`src/rtl/counter_rr_sched.sv`:
```
// -----------------------------------------------------------------------------
// counter_rr_sched
//   Round-robin scheduler sharing one counter FSM + counter datapath between
//   NUM_REQ requesters. One job runs at a time: the scheduler grants a
//   requester, launches the counter FSM with that requester's target value,
//   waits for the FSM's done pulse and then reports completion to the owner.
//
// Ports
//   clk         system clock, rising edge
//   rst_n       asynchronous active-low reset
//   req_i       per-requester job request (level, held until ack_o)
//   cnt_val_i   per-requester target, slice k = [k*CNT_WIDTH +: CNT_WIDTH]
//   ack_o       one-cycle pulse: job of requester k accepted
//   done_o      one-cycle pulse: job of requester k finished
//   start_o     one-cycle start strobe to the counter FSM
//   cnt_val_o   target value to the counter FSM (held after start_o)
//   fsm_done_i  done pulse from the counter FSM (honoured only while waiting)
//   busy_o      high whenever a job is in progress
//   owner_o     index of the current / last granted requester
// -----------------------------------------------------------------------------
module counter_rr_sched #(
  parameter int unsigned NUM_REQ   = 4,
  parameter int unsigned CNT_WIDTH = 7,
  parameter int unsigned IDX_W     = 2
) (
  input  logic                           clk,
  input  logic                           rst_n,
  input  logic [NUM_REQ-1:0]             req_i,
  input  logic [NUM_REQ*CNT_WIDTH-1:0]   cnt_val_i,
  output logic [NUM_REQ-1:0]             ack_o,
  output logic [NUM_REQ-1:0]             done_o,
  output logic                           start_o,
  output logic [CNT_WIDTH-1:0]           cnt_val_o,
  input  logic                           fsm_done_i,
  output logic                           busy_o,
  output logic [IDX_W-1:0]               owner_o
);

  typedef enum logic [1:0] {
    S_IDLE,
    S_LAUNCH,
    S_WAIT,
    S_RELEASE
  } state_t;

  state_t                 state_q, state_d;
  logic [IDX_W-1:0]       ptr_q, ptr_d;

  logic [NUM_REQ-1:0]     ack_d, done_d;
  logic                   start_d, busy_d;
  logic [CNT_WIDTH-1:0]   val_d;
  logic [IDX_W-1:0]       owner_d;

  // ---------------------------------------------------------------------------
  // Round-robin arbiter: rotate the request vector so the pointer position
  // lands on bit 0, take the first set bit, then rotate the offset back.
  // ---------------------------------------------------------------------------
  logic [2*NUM_REQ-1:0]   req_dbl;
  logic [NUM_REQ-1:0]     req_rot;
  logic                   grant_vld;
  int unsigned            grant_off;
  int unsigned            grant_sum;
  logic [IDX_W-1:0]       grant_idx;
  logic [NUM_REQ-1:0]     grant_oh;
  logic [CNT_WIDTH-1:0]   grant_val;

  always_comb begin
    req_dbl   = {req_i, req_i} >> ptr_q;
    req_rot   = req_dbl[NUM_REQ-1:0];
    grant_vld = 1'b0;
    grant_off = 0;
    for (int unsigned i = 0; i < NUM_REQ; i++) begin
      if (!grant_vld && req_rot[i]) begin
        grant_vld = 1'b1;
        grant_off = i;
      end
    end
    grant_sum = 32'(ptr_q) + grant_off;
    if (grant_sum >= NUM_REQ) begin
      grant_sum = grant_sum - NUM_REQ;
    end
    grant_idx = IDX_W'(grant_sum);
  end

  // Decode of the grant index into a one-hot vector and the granted target.
  always_comb begin
    grant_oh  = '0;
    grant_val = '0;
    for (int unsigned k = 0; k < NUM_REQ; k++) begin
      if (grant_idx == IDX_W'(k)) begin
        grant_oh[k] = 1'b1;
        grant_val   = cnt_val_i[k*CNT_WIDTH +: CNT_WIDTH];
      end
    end
  end

  // One-hot of the latched owner, used for the done pulse.
  logic [NUM_REQ-1:0] owner_oh;

  always_comb begin
    owner_oh = '0;
    for (int unsigned k = 0; k < NUM_REQ; k++) begin
      if (owner_o == IDX_W'(k)) begin
        owner_oh[k] = 1'b1;
      end
    end
  end

  // ---------------------------------------------------------------------------
  // Next-state and next-output logic. Every output is registered, so each
  // pulse is computed on the transition into the state it belongs to:
  // ack/start on IDLE->LAUNCH, done on ->RELEASE.
  // ---------------------------------------------------------------------------
  always_comb begin
    state_d = state_q;
    ptr_d   = ptr_q;
    ack_d   = '0;
    done_d  = '0;
    start_d = 1'b0;
    val_d   = cnt_val_o;
    owner_d = owner_o;

    unique case (state_q)
      S_IDLE: begin
        if (grant_vld) begin
          state_d = S_LAUNCH;
          owner_d = grant_idx;
          val_d   = grant_val;
          ack_d   = grant_oh;
          // A zero target would make the counter FSM wrap, so no start.
          start_d = (grant_val != '0);
        end
      end

      S_LAUNCH: begin
        if (cnt_val_o != '0) begin
          state_d = S_WAIT;
        end else begin
          state_d = S_RELEASE;
          done_d  = owner_oh;
        end
      end

      S_WAIT: begin
        if (fsm_done_i) begin
          state_d = S_RELEASE;
          done_d  = owner_oh;
        end
      end

      S_RELEASE: begin
        state_d = S_IDLE;
        ptr_d   = (owner_o == IDX_W'(NUM_REQ - 1)) ? '0 : owner_o + 1'b1;
      end

      default: begin
        state_d = S_IDLE;
      end
    endcase

    busy_d = (state_d != S_IDLE);
  end

  // ---------------------------------------------------------------------------
  // State and output registers.
  // ---------------------------------------------------------------------------
  always_ff @(posedge clk or negedge rst_n) begin
    if (!rst_n) begin
      state_q   <= S_IDLE;
      ptr_q     <= '0;
      ack_o     <= '0;
      done_o    <= '0;
      start_o   <= 1'b0;
      cnt_val_o <= '0;
      busy_o    <= 1'b0;
      owner_o   <= '0;
    end else begin
      state_q   <= state_d;
      ptr_q     <= ptr_d;
      ack_o     <= ack_d;
      done_o    <= done_d;
      start_o   <= start_d;
      cnt_val_o <= val_d;
      busy_o    <= busy_d;
      owner_o   <= owner_d;
    end
  end

endmodule

```
`config.mk`:
```
export PLATFORM = sky130hd
export DESIGN_NAME = counter_rr_sched
export DESIGN_NICKNAME = d
export VERILOG_FILES = /design/src/rtl/counter_rr_sched.sv
export SDC_FILE = /design/constraint.sdc
export NUM_CORES = 1
export LEC_CHECK = 0
export BUFFER_PORTS_ARGS = -buffer_cell sky130_fd_sc_hd__buf_2
export CORE_MARGIN = 2
export CORE_UTILIZATION = 44
export CTS_CLUSTER_DIAMETER = 50
export CTS_CLUSTER_SIZE = 20
export DETAILED_ROUTE_END_ITERATION = 6
export HOLD_SLACK_MARGIN = 0.02
export MAX_ROUTING_LAYER = met4
export PLACE_DENSITY = 0.78
export SKIP_LAST_GASP = 1
export SYNTH_ARGS = -nofsm -noshare
export SYNTH_HDL_FRONTEND = slang
export SYNTH_SLANG_ARGS = --single-unit
```
`constraint.sdc`:
```
create_clock -name clk -period 2.6 [get_ports clk]
set_input_delay 0.13 -clock clk [delete_from_list [all_inputs] [get_ports clk]]
set_output_delay 0.13 -clock clk [all_outputs]
set_load 0.01 [all_outputs]
```
==> results.tsv, run 1 <==
stage	metric	value	unit
outcome	outcome	completed	
global_routing	pin_count_of_the_biggest_net_entering_global_routing	24	
logic_synthesis	synth.lib_cells_used.distinct	40	
floorplan	die_height	62.10	um
global_routing	globalRouteOverflowTotal	0	
place	place.gp.congestion	0.8154	
setup_path	cp_max_fo	8	
sta	fin_skew	0.001491	ns
floorplan	num_io_pins	54	
floorplan	area_of_the_placeable_core	3284	um^2
floorplan	die_area	3856	um^2
routing	detail_route.wirelength	3362	um
place	hpwlAfterDp	2623	um
routing	drtPass1Iterations	4	
cells_and_area	finish.net_count	249	
logic_synthesis	asyncSetResetFlopFracSynth	100.0	%
logic_synthesis	synth_flop_cell	sky130_fd_sc_hd__dfrtp_1	
logic_synthesis	synth_seq_area_share	38.75	%
cells_and_area	filler_cell_count	298	
sta	final.setup.tns	0	ns
logic_synthesis	post-synth-top-area-fraction	38.75	%
cells_and_area	ratio_of_cells_with_drive_above_1_in_the_final_layout	39.22	%
sta	timing.final.max_slew_violations	0	
global_routing	grt_use_total	18.48	%
logic_synthesis	yosys_warnings	0	
routing	drt_iter0_markers	44	
sta	finalCritPeriodShare	95.36	%
sta	worst_hold_slack	0.2519	ns
routing	viasPerCell	5.308	
sta	max_clock_freq	0.4033	GHz
clock_tree	cts_sinks	23	
pwr	power.ir.vdd_worst	0.0007132	V
setup_path	critical_path_class	flop to flop	
routing	route.detailed.wl_per_inst	13.45	um
cells_and_area	area.growth.synth_to_final	27.89	%
sta	worst-slew-pin-transition	0.4793	ns
run	maxCapViolCount	0	
pwr	power.total	2.273	mW
logic_synthesis	synthesis.area	1485	um^2
place	placed_cells	242	
sta	setup_ws	0.1207	ns
clock_tree	max-clock-path-buffers	2	
cells_and_area	antennaDiodeCount	0	
routing	drc	0	
sta	setup-violations-final	0	
logic_synthesis	synth_top_cells_by_area	sky130_fd_sc_hd__dfrtp_1 (39%), sky130_fd_sc_hd__mux4_1 (11%), sky130_fd_sc_hd__ha_1 (7.6%), sky130_fd_sc_hd__inv_1 (4.5%), sky130_fd_sc_hd__mux2_2 (3.8%)	
clock_tree	clkTransAtPathRegs	0.12	ns
min_path	min-delay-path-class	input pin to flop	
setup_path	crit_path_end_kind	flop	
logic_synthesis	synthesis.instances	144	
place	input_output_buffers	53	
setup_path	crit_required	2.81	ns
sta	slew_headroom	68.04	%
cells_and_area	post-route-cell-area	1899	um^2
sta	final-hold-violation-count	0	
floorplan	die_w	62.10	um
logic_synthesis	largest_area_contributor_in_the_netlist	sky130_fd_sc_hd__dfrtp_1	
logic_synthesis	synth.net_count	188	
routing	postRouteAntennaNets	0	
pwr	pwr_density_cell	1197	nW/um^2
global_routing	via_count_of_the_first_global_routing_pass	1255	
clock_tree	cts_buffers	3	
floorplan	initial_core_util	45.22	%
clock_tree	htree_num_levels	1	
setup_path	arrival	2.69	ns
global_routing	grt_antenna_before_repair	0	
sta	finalCriticalPeriod	2.479	ns
clock_tree	clock-root-buffer	sky130_fd_sc_hd__clkbuf_4	
setup_path	cp-start-kind	flop	
logic_synthesis	postSynthRegisterBits	23	
floorplan	rows	21	
logic_synthesis	number_of_synthesized_flops_with_an_enable_pin	0	
pwr	leakage	0.9987	nW
logic_synthesis	per_instance_average_area_after_synthesis	10.31	um^2
place	detailed_place.area	1810	um^2
global_routing	wire_length_of_the_first_global_routing_pass	5554	um
clock_tree	clkLatencyLatePin	0.30	ns
cells_and_area	finish.cell_count_without_fillers	250	
clock_tree	tritoncts	built	
place	pre_cts_slack	0.06765	ns
cells_and_area	final_util	57.83	%
routing	vias	1327	
## path summary, 6_finish.rpt
kind                       cells after the start            to           from  slack (ns)
hold / removal                                 5  cnt_val_o[0]  cnt_val_i[14]        0.25
max in group asynchronous                      2       start_o          rst_n        1.98
setup / recovery                              11  cnt_val_o[5]       ptr_q[1]        0.12
hold reg to reg                                2  cnt_val_o[0]   cnt_val_o[0]        0.54
min in group asynchronous                      2     done_o[3]          rst_n        0.30
setup reg to reg                              11  cnt_val_o[5]       ptr_q[1]        0.12
## synth_stat cells (4+ instances only)
library cell,instances
sky130_fd_sc_hd__a21oi_1,6
sky130_fd_sc_hd__and3_1,4
sky130_fd_sc_hd__dfrtp_1,23
sky130_fd_sc_hd__ha_1,9
sky130_fd_sc_hd__inv_1,18
sky130_fd_sc_hd__mux2_2,5
sky130_fd_sc_hd__mux4_1,6
sky130_fd_sc_hd__nand2_1,11
sky130_fd_sc_hd__nor2_1,7
sky130_fd_sc_hd__nor3_1,4
sky130_fd_sc_hd__o21ai_0,9
## cells by family (layout without fill, tap and decap cells)
family / count (synthesis) / count (layout) / synth area share [%]
AOI/OAI and AO/OA: 27 / 27 / 11.12
xor gates and xnor gates: 2 / 2 / 1.180
adders and majority gates: 9 / 9 / 7.582
buffers and inverters: 24 / 84 / 6.654
DFF: 23 / 23 / 38.75
muxes: 13 / 13 / 15.75
and+or+nand+nor: 46 / 46 / 18.96
## power breakdown
part	leakage [nW]	switching, mW	internal [mW]
sequential	0.290	0.129	0.511
clock	0.0177	0.105	0.0574
combinational	0.691	0.752	0.719
total	0.999	0.986	1.29
## critical path, stage by stage (launching register included)
cell                       delay, ns
sky130_fd_sc_hd__dfrtp_1        0.42
sky130_fd_sc_hd__nand2_1        0.06
sky130_fd_sc_hd__a21oi_1        0.14
sky130_fd_sc_hd__nor2_1         0.05
sky130_fd_sc_hd__a211oi_1       0.22
sky130_fd_sc_hd__a21oi_1        0.09
sky130_fd_sc_hd__ha_2           0.23
sky130_fd_sc_hd__xor2_2         0.27
sky130_fd_sc_hd__nor4_4         0.08
sky130_fd_sc_hd__nor2_4         0.22
sky130_fd_sc_hd__mux4_1         0.32
sky130_fd_sc_hd__mux2_2         0.27
## registers in the layout, indices dropped and copies added, names as in the netlist
| signal | flops |
|---|---|
| cnt_val_o | 7 |
| ack_o | 4 |
| done_o | 4 |
| owner_o | 2 |
| ptr_q | 2 |
| state_q | 2 |
| busy_o | 1 |
| start_o | 1 |
## area by class of cell
| cell class | instances | area [um^2] | share of cell area, % |
|---|---|---|---|
| multi-input cells | 97 | 839.6 | 44.20 |
| inverters | 19 | 71.32 | 3.755 |
| well taps | 46 | 57.56 | 3.030 |
| repair buffers | 61 | 327.8 | 17.26 |
| flip-flops and latches | 23 | 575.6 | 30.30 |
| clock inverters | 1 | 5.005 | 0.2635 |
| clock buffers | 3 | 22.52 | 1.186 |
## cells in the final DEF (no fill, tap or decap), types with 3 or more instances in the layout
cell type                  instances
sky130_fd_sc_hd__nand2_1          11
sky130_fd_sc_hd__mux4_1            6
sky130_fd_sc_hd__mux2_2            5
sky130_fd_sc_hd__inv_1            18
sky130_fd_sc_hd__o21ai_0           9
sky130_fd_sc_hd__nor2b_1           3
sky130_fd_sc_hd__dfrtp_1          23
sky130_fd_sc_hd__and3_1            4
sky130_fd_sc_hd__nor4_1            3
sky130_fd_sc_hd__buf_2            53
sky130_fd_sc_hd__buf_4             7
sky130_fd_sc_hd__clkbuf_4          3
sky130_fd_sc_hd__a21oi_1           6
sky130_fd_sc_hd__nor3_1            4
sky130_fd_sc_hd__ha_1              8
sky130_fd_sc_hd__o21a_1            3
sky130_fd_sc_hd__nor2_1            7
## timing repair
item / in CTS / in global routing
setup endpoints to repair: 0 / 7
hold endpoints to repair: 23 / 0
resized for setup: 0 / 5
hold buffers: 1 / 0
setup buffers: 0 / 3
## routing by layer
layer	track usage [%]	wire, um
met1	21.88	1316
met2	32.74	1820
met3	3.442	182
met4	4.444	43
met5	-	0
Note: power is estimated with default switching activity, not from simulation.
==> run 2, diff against run 1 <==
==> config.mk (replaced) <==
export PLATFORM = sky130hd
export DESIGN_NAME = counter_rr_sched
export DESIGN_NICKNAME = d
export VERILOG_FILES = /design/src/rtl/counter_rr_sched.sv
export SDC_FILE = /design/constraint.sdc
export NUM_CORES = 1
export LEC_CHECK = 0
export ABC_AREA = 1
export BUFFER_PORTS_ARGS = -buffer_cell sky130_fd_sc_hd__buf_2
export CELL_PAD_IN_SITES_DETAIL_PLACEMENT = 1
export CELL_PAD_IN_SITES_GLOBAL_PLACEMENT = 1
export CORE_MARGIN = 2
export CORE_UTILIZATION = 30
export CTS_CLUSTER_DIAMETER = 50
export CTS_CLUSTER_SIZE = 20
export DETAILED_ROUTE_END_ITERATION = 6
export HOLD_SLACK_MARGIN = 0.02
export MAX_ROUTING_LAYER = met4
export PLACE_DENSITY = 0.77
export SYNTH_ARGS = -nofsm -noshare
export SYNTH_HDL_FRONTEND = slang
export SYNTH_SLANG_ARGS = --single-unit
==> results.tsv, run 2 <==
stage	metric	value	unit	change
outcome	outcome	completed		
routing	viasPerCell	4.748		-11%
setup_path	worstPathCellList	inv_2 -> nand2_1 -> nand3_1 -> nand2_1 -> nand3_1 -> a21boi_1 -> ha_1 -> xnor2_1 -> nand3_2 -> nand2_4 -> inv_1 -> nor2_4 -> nand2_1 -> nand2_1 -> nand2_1 -> nor2_1 -> a21oi_1		
place	input_output_buffers	53		unchanged
pwr	pwr_density_cell	1609	nW/um^2	+34%
min_path	min-delay-path-class	input pin to flop		
sta	max_clock_freq	0.4336	GHz	+7.5%
pwr	power_frac_comb	71.5	%	+6.8 points
logic_synthesis	number_of_synthesized_flops_with_an_enable_pin	0		unchanged
pwr	pwr-share-seq	21.0	%	-7.1 points
logic_synthesis	per_instance_average_area_after_synthesis	7.582	um^2	-26%
global_routing	globalRouteOverflowTotal	0		unchanged
floorplan	die_height	72.38	um	+17%
pwr	internal_power	1.429	mW	+11%
pwr	netSwitchingFraction	51.45	%	+8.1 points
pwr	power.ir.vdd_worst	0.0005751	V	-19%
sta	worst-slew-pin-transition	0.5239	ns	+0.04452 ns
pwr	leakage	1.020	nW	+2.2%
logic_synthesis	synth.lib_cells_used.distinct	24		-40%
place	hpwlAfterDp	3009	um	+15%
pwr	power.net_switching	1.514	mW	+54%
routing	drc	0		unchanged
global_routing	grt_use_total	15.19	%	-3.3 points
sta	finalCriticalPeriod	2.306	ns	-0.1730 ns
clock_tree	cts_buffers	3		unchanged
sta	timing.final.max_slew_violations	0		unchanged
routing	route.detailed.wl_per_inst	12.68	um	-5.7%
routing	postRouteAntennaNets	0		unchanged
setup_path	crit_path_end_kind	flop		
sta	finalCritPeriodShare	88.71	%	-6.7 points
routing	detail_route.wirelength	3780	um	+12%
cells_and_area	finish.cell_count_without_fillers	298		+19%
floorplan	initial_core_util	31.77	%	-13 points
setup_path	slowest_cell_delay_on_critical_path	0.45	ns	+0.03 ns
setup_path	cp-start-kind	flop		
clock_tree	clkTransAtPathRegs	0.08	ns	-0.04 ns
routing	highest-signal-layer	met4		
logic_synthesis	synth_flop_cell	sky130_fd_sc_hd__dfrtp_1		
cells_and_area	mostFrequentLayoutCells	sky130_fd_sc_hd__buf_2 (53), sky130_fd_sc_hd__nand2_1 (51), sky130_fd_sc_hd__nand3_1 (21), sky130_fd_sc_hd__dfrtp_1 (21), sky130_fd_sc_hd__inv_1 (18)		
sta	final.setup.tns	0	ns	unchanged
cells_and_area	final_util	41.44	%	-16 points
clock_tree	max-clock-path-buffers	2		unchanged
cells_and_area	ratio_of_cells_with_drive_above_1_in_the_final_layout	31.71	%	-7.5 points
routing	drt_iter0_markers	67		+52%
cells_and_area	filler_cell_count	580		+95%
setup_path	cp_max_fo	10		+2
cells_and_area	finish.net_count	291		+17%
run	maxCapViolCount	0		unchanged
sta	setup_ws	0.2936	ns	+0.1730 ns
routing	vias	1415		+6.6%
logic_synthesis	postSynthRegisterBits	23		unchanged
pwr	p_clk_share	7.6	%	+0.5 points
logic_synthesis	largest_area_contributor_in_the_netlist	sky130_fd_sc_hd__dfrtp_1		
cells_and_area	antennaDiodeCount	0		unchanged
sta	slew_headroom	65.08	%	-3.0 points
setup_path	critical_path_class	flop to flop		
floorplan	rows	24		+14%
cells_and_area	largestRegisters	cnt_val_o (7), ack_o (4), done_o (4)		
logic_synthesis	post-synth-top-area-fraction	41.03	%	+2.3 points
setup_path	critical_path.most_common_cell	sky130_fd_sc_hd__nand2_1		
place	placed_cells	288		+19%
logic_synthesis	yosys_warnings	0		unchanged
routing	drtPass1Iterations	4		unchanged
setup_path	worst_path_max_delay_cell	sky130_fd_sc_hd__dfrtp_2		
place	pre_cts_slack	0.09760	ns	+0.02995 ns
logic_synthesis	asyncSetResetFlopFracSynth	100.0	%	unchanged
cells_and_area	largest_register_ffs	7		unchanged
sta	fin_skew	0.002236	ns	+0.0007446 ns
global_routing	wire_length_of_the_first_global_routing_pass	6196	um	+12%
routing	met3_wirelength	216	um	+19%
setup_path	arrival	2.45	ns	-0.24 ns
floorplan	die_area	5238	um^2	+36%
global_routing	pin_count_of_the_biggest_net_entering_global_routing	24		unchanged
global_routing	grt_antenna_before_repair	0		unchanged
pwr	power.total	2.943	mW	+29%
logic_synthesis	post_synth_most_frequent_cells	sky130_fd_sc_hd__nand2_1 (51), sky130_fd_sc_hd__dfrtp_1 (23), sky130_fd_sc_hd__nand3_1 (21)		
routing	wl_met2	1719	um	-5.5%
logic_synthesis	synth_top_cells_by_area	sky130_fd_sc_hd__dfrtp_1 (41%), sky130_fd_sc_hd__nand2_1 (14%), sky130_fd_sc_hd__ha_1 (8.0%), sky130_fd_sc_hd__nand3_1 (7.5%), sky130_fd_sc_hd__nand4_1 (5.4%)		
floorplan	num_io_pins	54		unchanged
setup_path	crit_required	2.75	ns	-0.06 ns
logic_synthesis	synth_seq_area_share	41.03	%	+2.3 points
clock_tree	tritoncts	built		
cells_and_area	area.growth.synth_to_final	30.42	%	
routing	wl_met1	1815	um	+38%
logic_synthesis	post-synth-top-count-cell	sky130_fd_sc_hd__nand2_1		
sta	rsz0062_at_grt	false		
logic_synthesis	synth.net_count	229		+22%
floorplan	die_w	72.38	um	+17%
sta	setup-violations-final	0		unchanged
logic_synthesis	synthesis.area	1403	um^2	-5.6%
place	place.gp.congestion	0.8539		+4.7%
cells_and_area	final_common_cell	sky130_fd_sc_hd__buf_2		
floorplan	area_of_the_placeable_core	4414	um^2	+34%
logic_synthesis	synthesis.instances	185		+28%
clock_tree	cts_sinks	23		unchanged
global_routing	via_count_of_the_first_global_routing_pass	1379		+9.9%
cells_and_area	largest_register	cnt_val_o		
clock_tree	htree_num_levels	1		unchanged
clock_tree	clock-root-buffer	sky130_fd_sc_hd__clkbuf_8		
sta	final-hold-violation-count	0		unchanged
clock_tree	clkLatencyLatePin	0.26	ns	-0.04 ns
-- run 2: cell count changes after synthesis, moves of 4 or more --
cell	before	now
sky130_fd_sc_hd__mux4_1	6	0
sky130_fd_sc_hd__nand4_1	1	12
sky130_fd_sc_hd__nand3_1	2	21
sky130_fd_sc_hd__mux2_2	5	0
sky130_fd_sc_hd__and3_1	4	0
sky130_fd_sc_hd__o21ai_0	9	13
sky130_fd_sc_hd__nand2_1	11	51
sky130_fd_sc_hd__a21oi_1	6	1
-- run 2: repair_timing --
item                                    CTS  global route
setup buffers                             0             5
hold endpoints to repair                 23             0
endpoints found under the setup margin    0             7
hold buffers                              1             0
gates resized for setup                   0             4
-- run 2: through the flow --
step                      instance area, um^2  hold WS (ns)
after global placement                   1729        0.1265
final                                    1829        0.2293
after detailed placement                 1729        0.1347
after floorplan                          1403       -0.1656
after global routing                     1829        0.2747
after CTS                                1784        0.2307
-- run 2: layout make-up --
class | count | area [um^2] | area share, %
clock buffer | 4 | 45.04 | 2.462
inverter | 21 | 78.83 | 4.309
multi-input combinational | 134 | 711.9 | 38.92
sequential | 23 | 578.1 | 31.60
tap | 52 | 65.06 | 3.557
timing repair buffer | 64 | 350.3 | 19.15
-- run 2: layer usage --
| metal | track usage (%) | up-vias |
|---|---|---|
| li1 | - | 728 |
| met1 | 20.89 | 640 |
| met2 | 23.85 | 43 |
| met3 | 1.944 | 4 |
| met4 | 3.704 | 0 |
| met5 | - | - |
-- run 2: worst paths after layout --
path	from	endpoint	slack [ns]	cells past startpoint
min in group asynchronous	rst_n	ack_o[2]	0.37	2
max in group asynchronous	rst_n	ptr_q[0]	1.85	2
hold / removal	fsm_done_i	done_o[1]	0.23	5
hold reg to reg	cnt_val_o[2]	cnt_val_o[2]	0.52	2
setup reg to reg	ptr_q[0]	start_o	0.29	17
setup / recovery	ptr_q[0]	start_o	0.29	17
-- run 2: cells by family (layout without fill, tap and decap cells) --
| kind of cell | after synthesis | in the layout | synth area share [%] |
|---|---|---|---|
| AND/OR/NAND/NOR | 104 | 104 | 33.99 |
| buffers and inverters | 28 | 89 | 8.563 |
| adder cells (fa/ha/maj) | 9 | 9 | 8.029 |
| flip-flops | 23 | 23 | 41.03 |
| XOR/XNOR | 1 | 1 | 0.6246 |
| AO/OA/AOI/OAI | 20 | 20 | 7.761 |
-- run 2: critical path, delay by kind of cell, from the launching register on --
kind / cells / cell delay [ns]
compound gates: 2 / 0.13
xor+xnor: 1 / 0.20
fa+ha+maj: 1 / 0.18
buf+inv: 2 / 0.20
flops: 1 / 0.45
simple gates: 11 / 1.03
-- run 2: power by group through the flow --
| stage | sequential [mW] | combinational (mW) | clock, mW |
|---|---|---|---|
| 5_1_grt | 0.640 | 2.42 | 0.243 |
| 3_5_place_dp | 0.627 | 1.93 | 0 |
| 6_report | 0.617 | 2.10 | 0.222 |
| 2_1_floorplan | 0.655 | 1.38 | 0 |
| 3_3_place_gp | 0.619 | 1.89 | 0 |
| 4_1_cts | 0.620 | 1.95 | 0.230 |
